`src/rtl/uart_line_rx.sv`:
```
// 8N1 serial receiver that assembles CR/LF-terminated text lines and hands
// each complete line downstream over a valid/ready handshake.
module uart_line_rx #(
  parameter int CLK_FRE   = 27,
  parameter int BAUD_RATE = 115200,
  parameter int MAX_LEN   = 32
) (
  input  logic                 clock,
  input  logic                 reset,
  input  logic                 rx_pin,
  output logic [MAX_LEN*8-1:0] line_data,
  output logic [7:0]           line_len,
  output logic                 line_valid,
  input  logic                 line_ready,
  output logic                 frame_err,
  output logic                 overflow
);

  localparam int              CYCLES    = CLK_FRE * 1000000 / BAUD_RATE;
  localparam int              HALF      = CYCLES / 2;
  localparam logic [15:0]     BIT_LAST  = 16'(CYCLES - 1);
  localparam logic [15:0]     HALF_LAST = 16'(HALF - 1);
  localparam logic [7:0]      MAX_LEN_B = 8'(MAX_LEN);

  typedef enum logic [2:0] {
    S_IDLE,
    S_START,
    S_DATA,
    S_STOP,
    S_BREAK
  } state_e;

  // Bit-level receiver state
  logic        sync1_q, sync2_q, prev_q;
  state_e      state_q, state_d;
  logic [15:0] cnt_q, cnt_d;
  logic [2:0]  bit_q, bit_d;
  logic [7:0]  shift_q, shift_d;
  logic [7:0]  rx_byte_q, rx_byte_d;
  logic        strobe_q, strobe_d;
  logic        frame_err_q, frame_err_d;

  // Line assembly state
  logic [MAX_LEN*8-1:0] line_data_q, line_data_d;
  logic [7:0]           line_len_q, line_len_d;
  logic                 line_valid_q, line_valid_d;
  logic [7:0]           count_q, count_d;
  logic                 overflow_q, overflow_d;

  // NOTE: all state updates use non-blocking assignments so every flop samples
  // pre-edge values, independent of statement order.
  always_ff @(posedge clock) begin
    if (reset) begin
      sync1_q      <= 1'b1;
      sync2_q      <= 1'b1;
      prev_q       <= 1'b1;
      state_q      <= S_IDLE;
      cnt_q        <= '0;
      bit_q        <= '0;
      shift_q      <= '0;
      rx_byte_q    <= '0;
      strobe_q     <= 1'b0;
      frame_err_q  <= 1'b0;
      // NOTE: line_data is a plain register bank, not a RAM, so it can and
      // must be cleared because unused bytes are required to read as zero.
      line_data_q  <= '0;
      line_len_q   <= '0;
      line_valid_q <= 1'b0;
      count_q      <= '0;
      overflow_q   <= 1'b0;
    end else begin
      sync1_q      <= rx_pin;
      sync2_q      <= sync1_q;
      prev_q       <= sync2_q;
      state_q      <= state_d;
      cnt_q        <= cnt_d;
      bit_q        <= bit_d;
      shift_q      <= shift_d;
      rx_byte_q    <= rx_byte_d;
      strobe_q     <= strobe_d;
      frame_err_q  <= frame_err_d;
      line_data_q  <= line_data_d;
      line_len_q   <= line_len_d;
      line_valid_q <= line_valid_d;
      count_q      <= count_d;
      overflow_q   <= overflow_d;
    end
  end

  // NOTE: every output of a combinational block gets a default first so no
  // path leaves it unassigned and no latch is inferred.
  always_comb begin
    state_d     = state_q;
    cnt_d       = cnt_q;
    bit_d       = bit_q;
    shift_d     = shift_q;
    rx_byte_d   = rx_byte_q;
    strobe_d    = 1'b0;
    frame_err_d = 1'b0;

    unique case (state_q)
      S_IDLE: begin
        if (prev_q && !sync2_q) begin
          state_d = S_START;
          cnt_d   = '0;
          bit_d   = '0;
        end
      end
      S_START: begin
        if (cnt_q == HALF_LAST) begin
          cnt_d   = '0;
          // A start bit that is gone by mid-bit was noise, not a frame
          state_d = sync2_q ? S_IDLE : S_DATA;
        end else begin
          cnt_d = cnt_q + 16'd1;
        end
      end
      S_DATA: begin
        if (cnt_q == BIT_LAST) begin
          cnt_d   = '0;
          shift_d = {sync2_q, shift_q[7:1]};
          if (bit_q == 3'd7) state_d = S_STOP;
          else               bit_d   = bit_q + 3'd1;
        end else begin
          cnt_d = cnt_q + 16'd1;
        end
      end
      S_STOP: begin
        if (cnt_q == BIT_LAST) begin
          cnt_d = '0;
          if (sync2_q) begin
            rx_byte_d = shift_q;
            strobe_d  = 1'b1;
            state_d   = S_IDLE;
          end else begin
            frame_err_d = 1'b1;
            state_d     = S_BREAK;
          end
        end else begin
          cnt_d = cnt_q + 16'd1;
        end
      end
      S_BREAK: begin
        if (sync2_q) state_d = S_IDLE;
      end
      default: state_d = S_IDLE;
    endcase
  end

  always_comb begin
    line_data_d  = line_data_q;
    line_len_d   = line_len_q;
    line_valid_d = line_valid_q;
    count_d      = count_q;
    overflow_d   = 1'b0;

    if (line_valid_q && line_ready) begin
      line_valid_d = 1'b0;
      line_data_d  = '0;
      line_len_d   = '0;
      count_d      = '0;
    end

    // A pending line blocks new bytes, even on the cycle it is accepted
    if (strobe_q) begin
      if (line_valid_q) begin
        overflow_d = 1'b1;
      end else if (rx_byte_q == 8'h0A) begin
        if (count_q != 8'd0) begin
          line_valid_d = 1'b1;
          line_len_d   = count_q;
        end
      end else if (rx_byte_q != 8'h0D) begin
        if (count_q < MAX_LEN_B) begin
          line_data_d[(MAX_LEN - 1 - int'(count_q)) * 8 +: 8] = rx_byte_q;
          count_d = count_q + 8'd1;
        end else begin
          overflow_d = 1'b1;
        end
      end
    end
  end

  assign line_data  = line_data_q;
  assign line_len   = line_len_q;
  assign line_valid = line_valid_q;
  assign frame_err  = frame_err_q;
  assign overflow   = overflow_q;

endmodule
```
`config.mk`:
```
export PLATFORM = sky130hd
export DESIGN_NAME = uart_line_rx
export DESIGN_NICKNAME = d
export VERILOG_FILES = /design/src/rtl/uart_line_rx.sv
export SDC_FILE = /design/constraint.sdc
export NUM_CORES = 1
export LEC_CHECK = 0
export CORE_ASPECT_RATIO = 0.9
export CORE_UTILIZATION = 52
export DETAILED_ROUTE_END_ITERATION = 8
export GPL_TIMING_DRIVEN = 0
export PLACE_DENSITY = 0.81
export SLEW_MARGIN = 20
export SYNTH_ARGS = -nofsm -noshare
export SYNTH_HDL_FRONTEND = slang
export SYNTH_SLANG_ARGS = --single-unit
```
`constraint.sdc`:
```
create_clock -name clock -period 5.15 [get_ports clock]
set_input_delay 1.545 -clock clock [delete_from_list [all_inputs] [get_ports clock]]
set_output_delay 1.545 -clock clock [all_outputs]
set_load 0.05 [all_outputs]
```
==> summary.txt <==
======================================================================================================
Cell occurring most often along the worst timing path                                     sky130_fd_sc_hd__buf_2
Maximum frequency from static timing analysis                                                  203 MHz
Leading cell type in the layout, fill and taps excluded                                   sky130_fd_sc_hd__nand2_1
Final core area utilization                                                                      69.7%
Initial antenna violation count                                                                      0
Top Ports                                                                                          271
Vias per cell                                                                                     5.70
Post-synth net total                                                                              1406
Overflow left after global routing                                                                   0
Clock tree from TritonCTS                                                                         done
Arrival time of data at the critical path endpoint                                             5.41 ns
Required @ worst endpoint                                                                      5.63 ns
Share of total power consumed by net switching                                                   21.4%
Final Max Tran Viols                                                                                 0
Run status                                                                                   completed
Average detailed-routed wire length per instance                                               20.3 um
Final-stage net count                                                                             1708
HPWL after detailed placement                                                                 30000 um
Number of storage elements in the synthesis netlist                                                317
Total of fill cells in the finished design                                                        1945
WHS Path Cells                                                                                       1
Power per Cell Area                                                                         286 mW/mm2
Clock transition at the register clock pins on the worst setup and hold paths after CTS        0.06 ns
Critical Path Fanout Max                                                                            10
Share of the synthesized area in the top cell type                                               47.9%
Vias in the first global route                                                                   11200
Sequential fraction of the synthesis area                                                        47.9%
Clk pwr share                                                                                    48.4%
Layout cell share with drive strength beyond 1                                                   8.23%
Wire length of the first global-routing pass                                                  63400 um
Max-cap viol count                                                                                   0
Unrepaired setup endpoints after global routing                                                  false
Iteration-0 DRC Markers                                                                            953
Number of detailed-routing iterations run before antenna repair                                      5
Floorplan die area                                                                          0.0261 mm2
Root buffer selected by CTS                                                               sky130_fd_sc_hd__clkbuf_16
Maximum vdd drop                                                                              0.303 mV
Final weighted congestion in routability-driven placement                                         1.01
Main area contributors after synthesis                                                    sky130_fd_sc_hd__dfxtp_1 48%, sky130_fd_sc_hd__mux2i_1 19%, sky130_fd_sc_hd__nand2_1 9.3%
Antenna fix cells                                                                                    0
Origin of the critical flop-to-flop path                                                  count_q[1]$_SDFF_PP0_
Internal power of the cells                                                                  0.00394 W
Chip Width                                                                                      170 um
Clock Path Buffers                                                                                   3
Uppermost metal layer occupied by signal nets                                                     met4
Static Leakage                                                                                 7.10 nW
Count of nets left with antenna violations after detail routing                                      0
Endpoint, Worst Hold                                                                      sync2_q$_SDFF_PP1_
Sequential fraction of design power                                                              49.2%
EDFF count, synth                                                                                    0
Leading register cell type out of synthesis                                               sky130_fd_sc_hd__dfxtp_1
Max stage delay on crit path                                                                   0.51 ns
Startpoint Class                                                                              register
Worst-case register-to-register setup slack                                                    0.22 ns
Netlist cell types                                                                                  67
Clock insertion delay at the later pin of the skew report                                      0.56 ns
Sinks on the clock net                                                                             317
Cell-by-cell listing of the critical path                                                 ha_1 -> buf_4 -> nand3_4 -> nor3_1 -> buf_2 -> buf_2 -> nand3_1 -> ha_1 -> nor4b_1 -> nand3b_1 -> nor4_4 -> buf_2 -> nand4_2 -> mux2i_1
Share of async-settable or async-resettable flops after synthesis                                   0%
Total of endpoints with negative setup slack in the final report                                     0
Switching power total                                                                        0.00107 W
Number of buffers inserted for hold repair after clock tree synthesis                                0
Measured slew at the worst slew-check pin                                                      1.10 ns
Sum Neg Setup Slack                                                                               0 ns
Starting density of the core                                                                     52.8%
Combinational cell fraction of total power                                                        2.4%
Area of the mapped netlist                                                                  0.0133 mm2
Synth Area per Inst                                                                           9.56 um2
Number of vias after detailed routing                                                            11700
Class of the most critical setup path                                                          reg2reg
Reg-to-Reg End                                                                            line_data[212]$_SDFF_PP0_
Number of remaining DRC errors                                                                       0
Overall die height                                                                              153 um
Total count of hold-check failures in the final report                                               0
Synthesis warning total                                                                              0
Final cycle utilization of the critical path                                                     95.8%
Maximum level of the CTS H-tree                                                                      1
Wire length on met1                                                                           17800 um
Routed wl met3                                                                                 3460 um
Area inside the core boundary                                                               0.0251 mm2
Standard-cell row count                                                                             55
Global router's overall resource usage                                                           31.2%
Synthesis-to-layout area growth                                                                  32.1%
Highest-delay cell along the critical path                                                sky130_fd_sc_hd__dfxtp_1
Max transition margin                                                                            26.2%
Number of clock buffers inserted by TritonCTS                                                       31
Cell type contributing the most total cell area after synthesis                           sky130_fd_sc_hd__dfxtp_1
Nature of the critical path endpoint                                                          register
Number of instances in the synthesized netlist                                                    1387
Worst hold-check path type                                                                     reg2reg
Commonest cells after routing, fill and taps aside                                        329 x sky130_fd_sc_hd__nand2_1, 317 x sky130_fd_sc_hd__dfxtp_1, 269 x sky130_fd_sc_hd__clkdlybuf4s50_1
Largest net degree at the start of global routing                                                   16
Detailed Route WL                                                                             41700 um
Total length of routed met2 wires                                                             18900 um
Final setup skew                                                                            0.00841 ns
Buffers added on ports                                                                             269
Fin crit period                                                                                4.93 ns
Length in cells of the worst reg-to-reg path                                                        14
Worst Min Path Start                                                                      sync1_q$_SDFF_PP1_
======================================================================================================
## per-layer routing
layer	up-vias	GRT usage (%)
met4	0	11.6
met5	-	0
met2	555	50.2
li1	5434	-
met1	5614	41.4
met3	101	5.90
## critical path, delay by kind of cell (launching register included)
family	cells	cell delay [ns]
AND/OR/NAND/NOR	7	2.26
buffers and inverters	4	1.23
adder cells (fa/ha/maj)	2	0.55
flip-flops	1	0.51
multiplexers	1	0.29
## registers in the layout (all words and copies together) (netlist names), 3 cells and up
| register | flops |
|---|---|
| shift_q | 8 |
| count_q | 8 |
| cnt_q | 16 |
| line_len | 8 |
| line_data | 256 |
| bit_q | 3 |
| state_q | 3 |
| rx_byte_q | 8 |
## power by group through the flow
stage               clock network [W]  registers (W)   logic, W
floorplan                           0        0.00252  0.0000787
global placement                    0        0.00252   0.000117
detailed placement                  0        0.00252   0.000117
CTS                           0.00244        0.00246   0.000119
global route                  0.00252        0.00246   0.000133
finish                        0.00243        0.00246   0.000121
## worst max path at each step
| stage | start | endpoint | slack (ns) | cells past startpoint |
|---|---|---|---|---|
| floorplan | count_q[1]$_SDFF_PP0_ | line_data[49]$_SDFF_PP0_ | 1.33 | 14 |
| global placement | count_q[1]$_SDFF_PP0_ | line_data[46]$_SDFF_PP0_ | 0.08 | 13 |
| detailed placement | count_q[1]$_SDFF_PP0_ | line_data[212]$_SDFF_PP0_ | 0.14 | 14 |
| CTS | count_q[1]$_SDFF_PP0_ | line_data[212]$_SDFF_PP0_ | 0.12 | 14 |
| global route | count_q[1]$_SDFF_PP0_ | line_data[214]$_SDFF_PP0_ | 0.008 | 14 |
| finish | count_q[1]$_SDFF_PP0_ | line_data[212]$_SDFF_PP0_ | 0.22 | 14 |
## cell families after synthesis
kind of cell | after synthesis | share of synthesized area (%)
compound gates | 98 | 5.05
xor+xnor | 20 | 1.32
fa+ha+maj | 15 | 1.42
buf+inv | 97 | 3.19
flops | 317 | 47.9
mux | 254 | 19.2
simple gates | 586 | 22.0
## final cells by class
type | instances | area [um2] | share of cell area (%)
buffer | 90 | 397 | 2.26
clock buffer | 43 | 891 | 5.09
clock inverter | 14 | 206 | 1.18
inverter | 7 | 26.3 | 0.150
multi-input combinational | 973 | 6530 | 37.3
sequential | 317 | 6350 | 36.2
tap | 342 | 428 | 2.44
timing repair buffer | 269 | 2690 | 15.4
## synthesized netlist by cell type, types with 7 or more instances
cell type,instances
sky130_fd_sc_hd__nand2b_1,12
sky130_fd_sc_hd__nand4_1,15
sky130_fd_sc_hd__nand3_2,7
sky130_fd_sc_hd__nand3_1,53
sky130_fd_sc_hd__xnor2_1,7
sky130_fd_sc_hd__a31o_2,8
sky130_fd_sc_hd__clkbuf_1,58
sky130_fd_sc_hd__dfxtp_1,317
sky130_fd_sc_hd__ha_1,15
sky130_fd_sc_hd__nor2_1,52
sky130_fd_sc_hd__nor3_1,18
sky130_fd_sc_hd__mux2i_1,253
sky130_fd_sc_hd__nand3b_1,7
sky130_fd_sc_hd__o211ai_1,11
sky130_fd_sc_hd__and3_1,11
sky130_fd_sc_hd__buf_2,23
sky130_fd_sc_hd__nand4_2,10
sky130_fd_sc_hd__nor4_1,9
sky130_fd_sc_hd__o21ai_0,10
sky130_fd_sc_hd__nand2_1,329
sky130_fd_sc_hd__nor4b_1,7
sky130_fd_sc_hd__a21oi_1,33
sky130_fd_sc_hd__xor2_1,13
sky130_fd_sc_hd__inv_1,7
## per-stage QoR
step	hold slack [ns]	instances	power (W)	setup WS [ns]	cell area [um2]
after floorplan	0.389	1387	0.00260	1.33	13300
after global placement	0.396	1998	0.00264	0.0763	16400
after detailed placement	0.397	1998	0.00264	0.141	16400
after CTS	0.434	2055	0.00502	0.119	17500
after global routing	0.455	2055	0.00512	0.00793	17500
final	0.432	2055	0.00501	0.216	17500
## what timing repair did
item,in CTS,in global routing
setup endpoints to repair,0,98
hold endpoints to repair,0,0
gates resized for setup,0,3
setup buffers,0,0
Note: power is estimated with default switching activity, not from simulation.
